**src/rtl/co_mux_pkg.sv**
```systemverilog
// rtl/co_mux_pkg.sv - shared FSM encoding and width helper for arb_mux_n
package co_mux_pkg;

  typedef enum logic {
    ST_ARB  = 1'b0,
    ST_LOCK = 1'b1
  } state_t;

  function automatic int clog2(input int n);
    int r;
    r = 0;
    while ((1 << r) < n) r++;
    return r;
  endfunction

endpackage

```
**src/rtl/arb_mux_n_if.sv**
```systemverilog
// rtl/arb_mux_n_if.sv - channel/output handshake bundle for arb_mux_n
interface arb_mux_n_if #(
  parameter int size = 32,
  parameter int ch   = 4
);
  localparam int sel_w = co_mux_pkg::clog2(ch);

  logic [ch-1:0]      valid_i;
  logic [ch-1:0]      last_i;
  logic [ch*size-1:0] data_i;
  logic [ch-1:0]      ready_o;
  logic               force_en_i;
  logic [sel_w-1:0]   force_sel_i;
  logic               valid_o;
  logic               last_o;
  logic [size-1:0]    data_o;
  logic [sel_w-1:0]   grant_o;
  logic               ready_i;

  modport master (
    output valid_i, last_i, data_i, force_en_i, force_sel_i, ready_i,
    input  ready_o, valid_o, last_o, data_o, grant_o
  );

  modport slave (
    input  valid_i, last_i, data_i, force_en_i, force_sel_i, ready_i,
    output ready_o, valid_o, last_o, data_o, grant_o
  );
endinterface

```
**src/rtl/rr_arbiter.sv**
```systemverilog
// rtl/rr_arbiter.sv - combinational search from ptr+1 (mod ch) for first request
module rr_arbiter #(
  parameter int ch    = 4,
  parameter int sel_w = 2
) (
  input  logic [ch-1:0]    req,
  input  logic [sel_w-1:0] ptr,
  output logic [ch-1:0]    gnt,
  output logic [sel_w-1:0] idx,
  output logic             any
);

  logic [sel_w-1:0] cand;

  // Walk the channels starting just after ptr; a pointer of ch-1 gives
  // plain lowest-index-first priority.
  always_comb begin
    gnt  = '0;
    idx  = '0;
    any  = 1'b0;
    cand = '0;
    for (int i = 1; i <= ch; i++) begin
      cand = sel_w'((int'(ptr) + i) % ch);
      if (!any && req[cand]) begin
        any       = 1'b1;
        gnt[cand] = 1'b1;
        idx       = cand;
      end
    end
  end

endmodule

```
**src/rtl/arb_mux_n.sv**
```systemverilog
// rtl/arb_mux_n.sv - registered N-to-1 packet mux; ARB_MUX_RR_EN selects round-robin
module arb_mux_n
  import co_mux_pkg::*;
#(
  parameter int size = 32,
  parameter int ch   = 4
) (
  input logic       clk_i,
  input logic       rst_i,
  arb_mux_n_if.slave bus
);

  localparam int sel_w = clog2(ch);

  state_t           state;
  logic [sel_w-1:0] lock_ch;
  logic [sel_w-1:0] ptr;
  logic [ch-1:0]    req;
  logic [ch-1:0]    win_gnt;
  logic [sel_w-1:0] win_idx;
  logic             win_any;
  logic [size-1:0]  win_data;
  logic             win_last;
  logic             take;
  logic             accept;

  assign take   = !bus.valid_o || bus.ready_i;
  assign accept = rst_i && take && win_any;

  // Eligible channels: the locked one mid-packet, else valid_i narrowed by force.
  always_comb begin
    req = '0;
    if (state == ST_LOCK) begin
      req[lock_ch] = bus.valid_i[lock_ch];
    end else if (!bus.force_en_i) begin
      req = bus.valid_i;
    end else if (int'(bus.force_sel_i) < ch) begin
      req[bus.force_sel_i] = bus.valid_i[bus.force_sel_i];
    end
  end

  rr_arbiter #(.ch(ch), .sel_w(sel_w)) u_arb (
    .req (req),
    .ptr (ptr),
    .gnt (win_gnt),
    .idx (win_idx),
    .any (win_any)
  );

  // Select the winning channel's beat using the one-hot grant.
  always_comb begin
    win_data = '0;
    win_last = 1'b0;
    for (int k = 0; k < ch; k++) begin
      if (win_gnt[k]) begin
        win_data = bus.data_i[k*size +: size];
        win_last = bus.last_i[k];
      end
    end
  end

  assign bus.ready_o = accept ? win_gnt : '0;

`ifdef ARB_MUX_RR_EN
  // Pointer remembers the last ARB winner so the next search starts after it.
  always_ff @(posedge clk_i) begin
    if (!rst_i) begin
      ptr <= sel_w'(ch - 1);
    end else if (accept && state == ST_ARB) begin
      ptr <= win_idx;
    end
  end
`else
  assign ptr = sel_w'(ch - 1);
`endif

  // Packet-lock FSM and output register, loaded whenever the slot is free.
  always_ff @(posedge clk_i) begin
    if (!rst_i) begin
      state       <= ST_ARB;
      lock_ch     <= '0;
      bus.valid_o <= 1'b0;
      bus.last_o  <= 1'b0;
      bus.data_o  <= '0;
      bus.grant_o <= '0;
    end else if (take) begin
      if (win_any) begin
        bus.valid_o <= 1'b1;
        bus.data_o  <= win_data;
        bus.last_o  <= win_last;
        bus.grant_o <= win_idx;
        if (state == ST_ARB) begin
          if (!win_last) begin
            state   <= ST_LOCK;
            lock_ch <= win_idx;
          end
        end else if (win_last) begin
          state <= ST_ARB;
        end
      end else begin
        bus.valid_o <= 1'b0;
      end
    end
  end

endmodule

```
**src/flat_wrapper.sv**
```systemverilog
// flat-port wrapper written by rule: the top's interface ports become plain ports
module arb_mux_n_flat import co_mux_pkg::*;
#(
  parameter int size = 32,
  parameter int ch   = 4
)
  (clk_i, rst_i, bus_valid_i, bus_last_i, bus_data_i, bus_force_en_i, bus_force_sel_i, bus_ready_i, bus_ready_o, bus_valid_o, bus_last_o, bus_data_o, bus_grant_o);
  arb_mux_n_if #(.size(size), .ch(ch)) bus_i ();
  input logic clk_i;
  input logic rst_i;
  input wire logic [$bits(bus_i.valid_i)-1:0] bus_valid_i;
  input wire logic [$bits(bus_i.last_i)-1:0] bus_last_i;
  input wire logic [$bits(bus_i.data_i)-1:0] bus_data_i;
  input wire logic [$bits(bus_i.force_en_i)-1:0] bus_force_en_i;
  input wire logic [$bits(bus_i.force_sel_i)-1:0] bus_force_sel_i;
  input wire logic [$bits(bus_i.ready_i)-1:0] bus_ready_i;
  output wire logic [$bits(bus_i.ready_o)-1:0] bus_ready_o;
  output wire logic [$bits(bus_i.valid_o)-1:0] bus_valid_o;
  output wire logic [$bits(bus_i.last_o)-1:0] bus_last_o;
  output wire logic [$bits(bus_i.data_o)-1:0] bus_data_o;
  output wire logic [$bits(bus_i.grant_o)-1:0] bus_grant_o;
  assign bus_i.valid_i = bus_valid_i;
  assign bus_i.last_i = bus_last_i;
  assign bus_i.data_i = bus_data_i;
  assign bus_i.force_en_i = bus_force_en_i;
  assign bus_i.force_sel_i = bus_force_sel_i;
  assign bus_i.ready_i = bus_ready_i;
  assign bus_ready_o = bus_i.ready_o;
  assign bus_valid_o = bus_i.valid_o;
  assign bus_last_o = bus_i.last_o;
  assign bus_data_o = bus_i.data_o;
  assign bus_grant_o = bus_i.grant_o;
  arb_mux_n #(.size(size), .ch(ch)) u_core (.clk_i(clk_i), .rst_i(rst_i), .bus(bus_i));
endmodule
```
**config.mk**
```make
export PLATFORM = sky130hd
export DESIGN_NAME = arb_mux_n_flat
export DESIGN_NICKNAME = d
export VERILOG_FILES = /design/src/rtl/co_mux_pkg.sv /design/src/rtl/arb_mux_n_if.sv /design/src/rtl/rr_arbiter.sv /design/src/rtl/arb_mux_n.sv /design/src/flat_wrapper.sv
export SDC_FILE = /design/constraint.sdc
export NUM_CORES = 1
export LEC_CHECK = 0
export ABC_AREA = 1
export ABC_CLOCK_PERIOD_IN_PS = 2400
export CAP_MARGIN = 40
export CORE_MARGIN = 5
export CORE_UTILIZATION = 34
export DETAILED_ROUTE_END_ITERATION = 7
export PLACE_DENSITY = 0.82
export REMOVE_ABC_BUFFERS = 1
export SLEW_MARGIN = 20
export SYNTH_ARGS = -nofsm -noshare
export SYNTH_HDL_FRONTEND = slang
export SYNTH_SLANG_ARGS = --single-unit
```
**constraint.sdc**
```tcl
create_clock -name clk_i -period 2.4 [get_ports clk_i]
set_input_delay 0.48 -clock clk_i [delete_from_list [all_inputs] [get_ports clk_i]]
set_output_delay 0.48 -clock clk_i [all_outputs]
set_load 0.05 [all_outputs]
```
# Word level (Yosys, flattened, before mapping)
# Index checks and enable logic that the tools add are counted.
# op_classes
order_cmp	4
n_mux	32
bitwise_logic	4
n_reduce_logical	14
# ops
operator	count
$mux W32	4
$mux W1	16
$mux W4	4
$and A4 B4 Y4	2
$logic_and A1 B1 Y1	7
$lt A2 B3 Y1 const B	2
$mux W2	3
$bmux W1 S2	2
$demux W1 S2	2
$ge A2 B1 Y1 const B	2
$logic_not A1 Y1	4
$reduce_and A4 Y1	1
$mux W3	1
$not A1 Y1	2
$reduce_and A2 Y1	1
$logic_or A1 B1 Y1	1
# totals
reg_bits	39
input_bits	142

# Longest topological paths before layout
# depth
depth_word	23
depth_mapped	12
depth_no_buf	12

# Hierarchy
# From an unflattened synthesis, not the netlist that was laid out.
# hier_totals
cells_unflattened	448
hier_area_um2	2981.6
# modules_own_cells
mod	instances	cells_per_inst	area_per_inst_um2	seq_area_each_um2
arb_mux_n	1	367	2446.1	780.7
rr_arbiter	1	81	535.5	0.0

# Worst setup path after synthesis
# OpenSTA, ideal clock, no wires.
# synth_timing
path_kind	input -> output
start	in bus_force_en_i
end	out bus_ready_o[0]
arrival_ns	1.987
required_time_ns	1.920
path_slack_ns	-0.067
path_stages	10
n_path_buf	1
cell_sequence	inv_1 a21oi_1 o21ai_1 nand2_1 nand4_1 nand2_2 inv_2 buf_2 nand2_1 nor2_1
# synth_via
elab_chain_len	14
elab_cells_between_ends	18
classes_between	mux: 11; reduce/logical: 7
# synth_lines
item	line	rtl
start: declaration	flat_wrapper.sv:14	input wire logic [$bits(bus_i.force_en_i)-1:0] bus_force_en_i;
$mux W4 *	arb_mux_n.sv:35	end else if (!bus.force_en_i) begin
$mux W4 *	arb_mux_n.sv:33	if (state == ST_LOCK) begin
$mux W1	rr_arbiter.sv:24	if (!any && req[cand]) begin
$logic_not A1 Y1	rr_arbiter.sv:24	
$logic_and A1 B1 Y1	rr_arbiter.sv:24	
$mux W1	rr_arbiter.sv:24	
$logic_not A1 Y1	rr_arbiter.sv:24	
$logic_and A1 B1 Y1	rr_arbiter.sv:24	
$mux W1	rr_arbiter.sv:24	
$logic_not A1 Y1	rr_arbiter.sv:24	
$logic_and A1 B1 Y1	rr_arbiter.sv:24	
$mux W1	rr_arbiter.sv:24	
$logic_and A1 B1 Y1	arb_mux_n.sv:28	assign accept = rst_i && take && win_any;
$mux W4 *	arb_mux_n.sv:62	assign bus.ready_o = accept ? win_gnt : '0;
end: declaration	flat_wrapper.sv:17	output wire logic [$bits(bus_i.ready_o)-1:0] bus_ready_o;
# Every way passes the cells marked *; elsewhere a longest branch is shown, timed or not.

# Worst setup path in the final report
# layout_timing
start	in bus_valid_i[0]
end	out bus_ready_o[2]
# layout_via
elab_chain_len	17
elab_cells_between_ends	22
classes_between	mux: 13; bitwise: 2; reduce/logical: 7
# layout_lines
item	line	rtl
start: declaration	flat_wrapper.sv:11	input wire logic [$bits(bus_i.valid_i)-1:0] bus_valid_i;
$bmux W1 S2	arb_mux_n.sv:38	req[bus.force_sel_i] = bus.valid_i[bus.force_sel_i];
$mux W1 (not written as such)	arb_mux_n.sv:38	
$and A4 B4 Y4 (no source line)	--	
$mux W4	arb_mux_n.sv:35	
$mux W4 *	arb_mux_n.sv:33	
$mux W1	rr_arbiter.sv:24	
$logic_not A1 Y1	rr_arbiter.sv:24	
$logic_and A1 B1 Y1	rr_arbiter.sv:24	
$mux W1	rr_arbiter.sv:24	
$logic_not A1 Y1	rr_arbiter.sv:24	
$logic_and A1 B1 Y1	rr_arbiter.sv:24	
$mux W1	rr_arbiter.sv:24	
$logic_not A1 Y1	rr_arbiter.sv:24	
$logic_and A1 B1 Y1	rr_arbiter.sv:24	
$mux W1	rr_arbiter.sv:24	
$logic_and A1 B1 Y1	arb_mux_n.sv:28	
$mux W4 *	arb_mux_n.sv:62	
# Every way passes the cells marked *; elsewhere a longest branch is shown, timed or not. The select of a mux whose other input is x is not followed.

==> reports/results.ini <==
[job]
max_cap_viol_count = 0

[drt]
wl_per_cell_um = 15.3
drt-total-wl_um = 10300
first_pass_iters = 4
postRouteAntennaNets = 0
vias_per_cell = 5.07
drcViolationCount = 0
vias = 3400
drtIter0Drc = 113

[timing]
setup_violations = 0
tightest_slew_ns = 0.553
skew_ns = 0.00723
fmax_mhz = 428
rsz0062_at_grt = false
fin_crit_sh_pct = 97.3
slew_headroom_pct = 63.1
period_needed_ns = 2.33
slew_violations = 0
finalHoldViolations = 0

[place]
hpwl_um = 7920
placedCellCount = 660
gp_congestion = 0.934
placed_cell_area_um2 = 4440
io_buffers = 181

[logic_synthesis]
ys_top_cells_by_area = dfxtp_1, a21oi_1, nand2_1
avgSynthCellArea_um2 = 6.32
synth_largest_area_cell = dfxtp_1
ys_seq_area_share_pct = 32.0
yosysTopAreaCellShare_pct = 32.0
synthDistinctLibCells = 19
syn_area_um2 = 2440
syn_inst = 386
ys_ff_latch = 39
yosysWarnings = 0

[setup_path]
r2r_end = u_core.lock_ch[1]
cpMostUsedCell = nand2_2
slowest_delay_ns = 0.50
crit_slowest_cell = clkdlybuf4s50_1
cp_cell_sequence = clkdlybuf4s50_1 -> nand3_1 -> nand2_1 -> nand2_2 -> nand4_1 -> nand2_2 -> inv_2 -> nand2_4 -> nor2_4 -> buf_12
crit_fanout = 4
cp_data_arrival_time_ns = 1.85
timing.reg2reg.setup_slack_ns = 0.46
end_kind = primary output
crit_required_ns = 1.92
criticalPathCategory = input port to primary output
worstReg2RegStart = u_core.lock_ch[1]
r2r_cells = 11
cp-start-kind = input port

[cts]
cts.clk_slew.worst_paths_ns = 0.07
root_buffer = clkbuf_8
clkLatencyLatePin_ns = 0.29
numCtsBuffers = 5
cts.htree.levels = 2
cts_tree = done
cts.path.max_buffers = 2
numClockSinks = 39

[final_layout]
area_growth_syn_to_layout_pct = 89.9
instances_no_fill = 671
antennaDiodeCount = 0
nFillCells = 600
nets = 716
drive_gt1_share_pct = 9.91
design_area_um2 = 4630

[hold_path]
min_path_type = flip-flop to flip-flop
whs_endpoint = u_core.bus.data_o[4]
min_from = u_core.bus.data_o[4]
hold_path_depth = 2

[power_and_ir_drop]
intPower_uw = 2370
peakVddDrop_v = 0.000419
clockPowerShare_pct = 14.2
power_switching_share_pct = 47.7
p_leak_uw = 0.00193
power_frac_comb_pct = 63.5
p_seq_share_pct = 22.3
power_density_nw_per_um2 = 978
p_sw_uw = 2160

[die]
core_um2 = 6910
pin_count = 182
fp.dieW_um = 94.7
die-area_um2 = 8970
num_rows = 30
floorplan.initialDensity_pct = 35.3
die-height_um = 94.7

[grt]
overflow = 0
grt_pass1_wl_um = 16100
grt_pass1_vias = 3366
grt_max_degree = 39
grtUsageTotal_pct = 22.4
antenna_found_initial = 0

[outcome]
outcome = finished clean

worst max-delay path by stage:
stage                     end          startpoint
2_1_floorplan  bus_ready_o[0]      bus_force_en_i
3_3_place_gp   bus_ready_o[3]      bus_force_en_i
3_5_place_dp   bus_ready_o[3]  bus_force_sel_i[0]
4_1_cts        bus_ready_o[3]      bus_valid_i[2]
5_1_grt        bus_ready_o[2]      bus_valid_i[0]
6_report       bus_ready_o[2]      bus_valid_i[0]
synthesized netlist by cell type (all sizes together):
library cell and n:
a21oi 103, nand3 42, buf 21, nor3 1, nor2 20, inv 14
o21ai 39, nand4 6, a21boi 2, clkbuf 7, nand2 92, dfxtp 39
routing by layer:
| layer | GRT usage [%] | share of wire [%] | up-vias |
|---|---|---|---|
| met1 | 25.8 | 40 | 1525 |
| met4 | 6.49 | 2.0 | 0 |
| met2 | 39.2 | 48 | 153 |
| li1 | - | - | 1703 |
| met3 | 7.49 | 10 | 19 |
| met5 | 0 | 0 | - |
critical path: cells and delay by family:
family | cells | cell delay, ns
buffers and inverters | 3 | 0.71
AND/OR/NAND/NOR | 7 | 0.65
per-stage QoR:
step / util (%) / TNS [ns] / power, uW / hold slack [ns] / worst slack (ns)
2_1_floorplan: - / -3.37 / 2650 / 0.503 / -0.841
3_3_place_gp: 64.3 / -0.293 / 3790 / 0.505 / -0.0689
3_5_place_dp: 64.3 / -0.882 / 3850 / 0.514 / -0.160
4_1_cts: 67.0 / 0 / 4540 / 0.525 / 0.0582
5_1_grt: 67.1 / 0 / 4810 / 0.559 / 0.00739
6_report: 67.1 / 0 / 4530 / 0.518 / 0.0654
cells by family (layout without fill, tap and decap cells):
logic type      count (synthesis)  after routing  share of synthesized area, %
compound gates                144            144                          29.9
buf+inv                        42            231                          9.74
flops                          39             39                          32.0
simple gates                  161            161                          28.4
cells in the final DEF (no fill, tap or decap), types with 8 or more instances in the layout:
cell type        count
a21oi_1            102
buf_4               26
clkdlybuf4s50_1    171
dfxtp_1             38
inv_1                8
nand2_1             89
nand3_1             42
nor2_1              15
o21ai_0             16
o21ai_1             22
power by group through the flow:
| stage | clock network, uW | registers [uW] | logic [uW] |
|---|---|---|---|
| after floorplan | 0 | 1710 | 935 |
| after global placement | 0 | 1010 | 2790 |
| after detailed placement | 0 | 1020 | 2830 |
| after CTS | 656 | 1010 | 2880 |
| after global routing | 678 | 1040 | 3100 |
| final | 643 | 1010 | 2880 |
flip-flops by register name (all words and copies together) (netlist names):
register,cells
u_core.bus.grant_o,2
u_core.lock_ch,2
u_core.bus.data_o,32
u_core.bus.last_o,1
u_core.bus.valid_o,1
u_core.state,1
area by class of cell:
cell class,instances,area (um^2),area share (%)
repair buffers,209,2080,45.0
multi-input cells,305,1460,31.6
flip-flops and latches,39,782,16.9
well taps,96,120,2.59
clock buffers,6,72.6,1.57
clock inverters,2,60.1,1.30
inverters,14,52.6,1.13
timing repair:
action / CTS / global route
pin swaps: 4 / 2
buffers inserted: 3 / 0
hold buffers: 0 / 0
endpoints found under the setup margin: 4 / 4
resized for setup: 15 / 2
No activity file was read; power rests on OpenSTA's default activity.
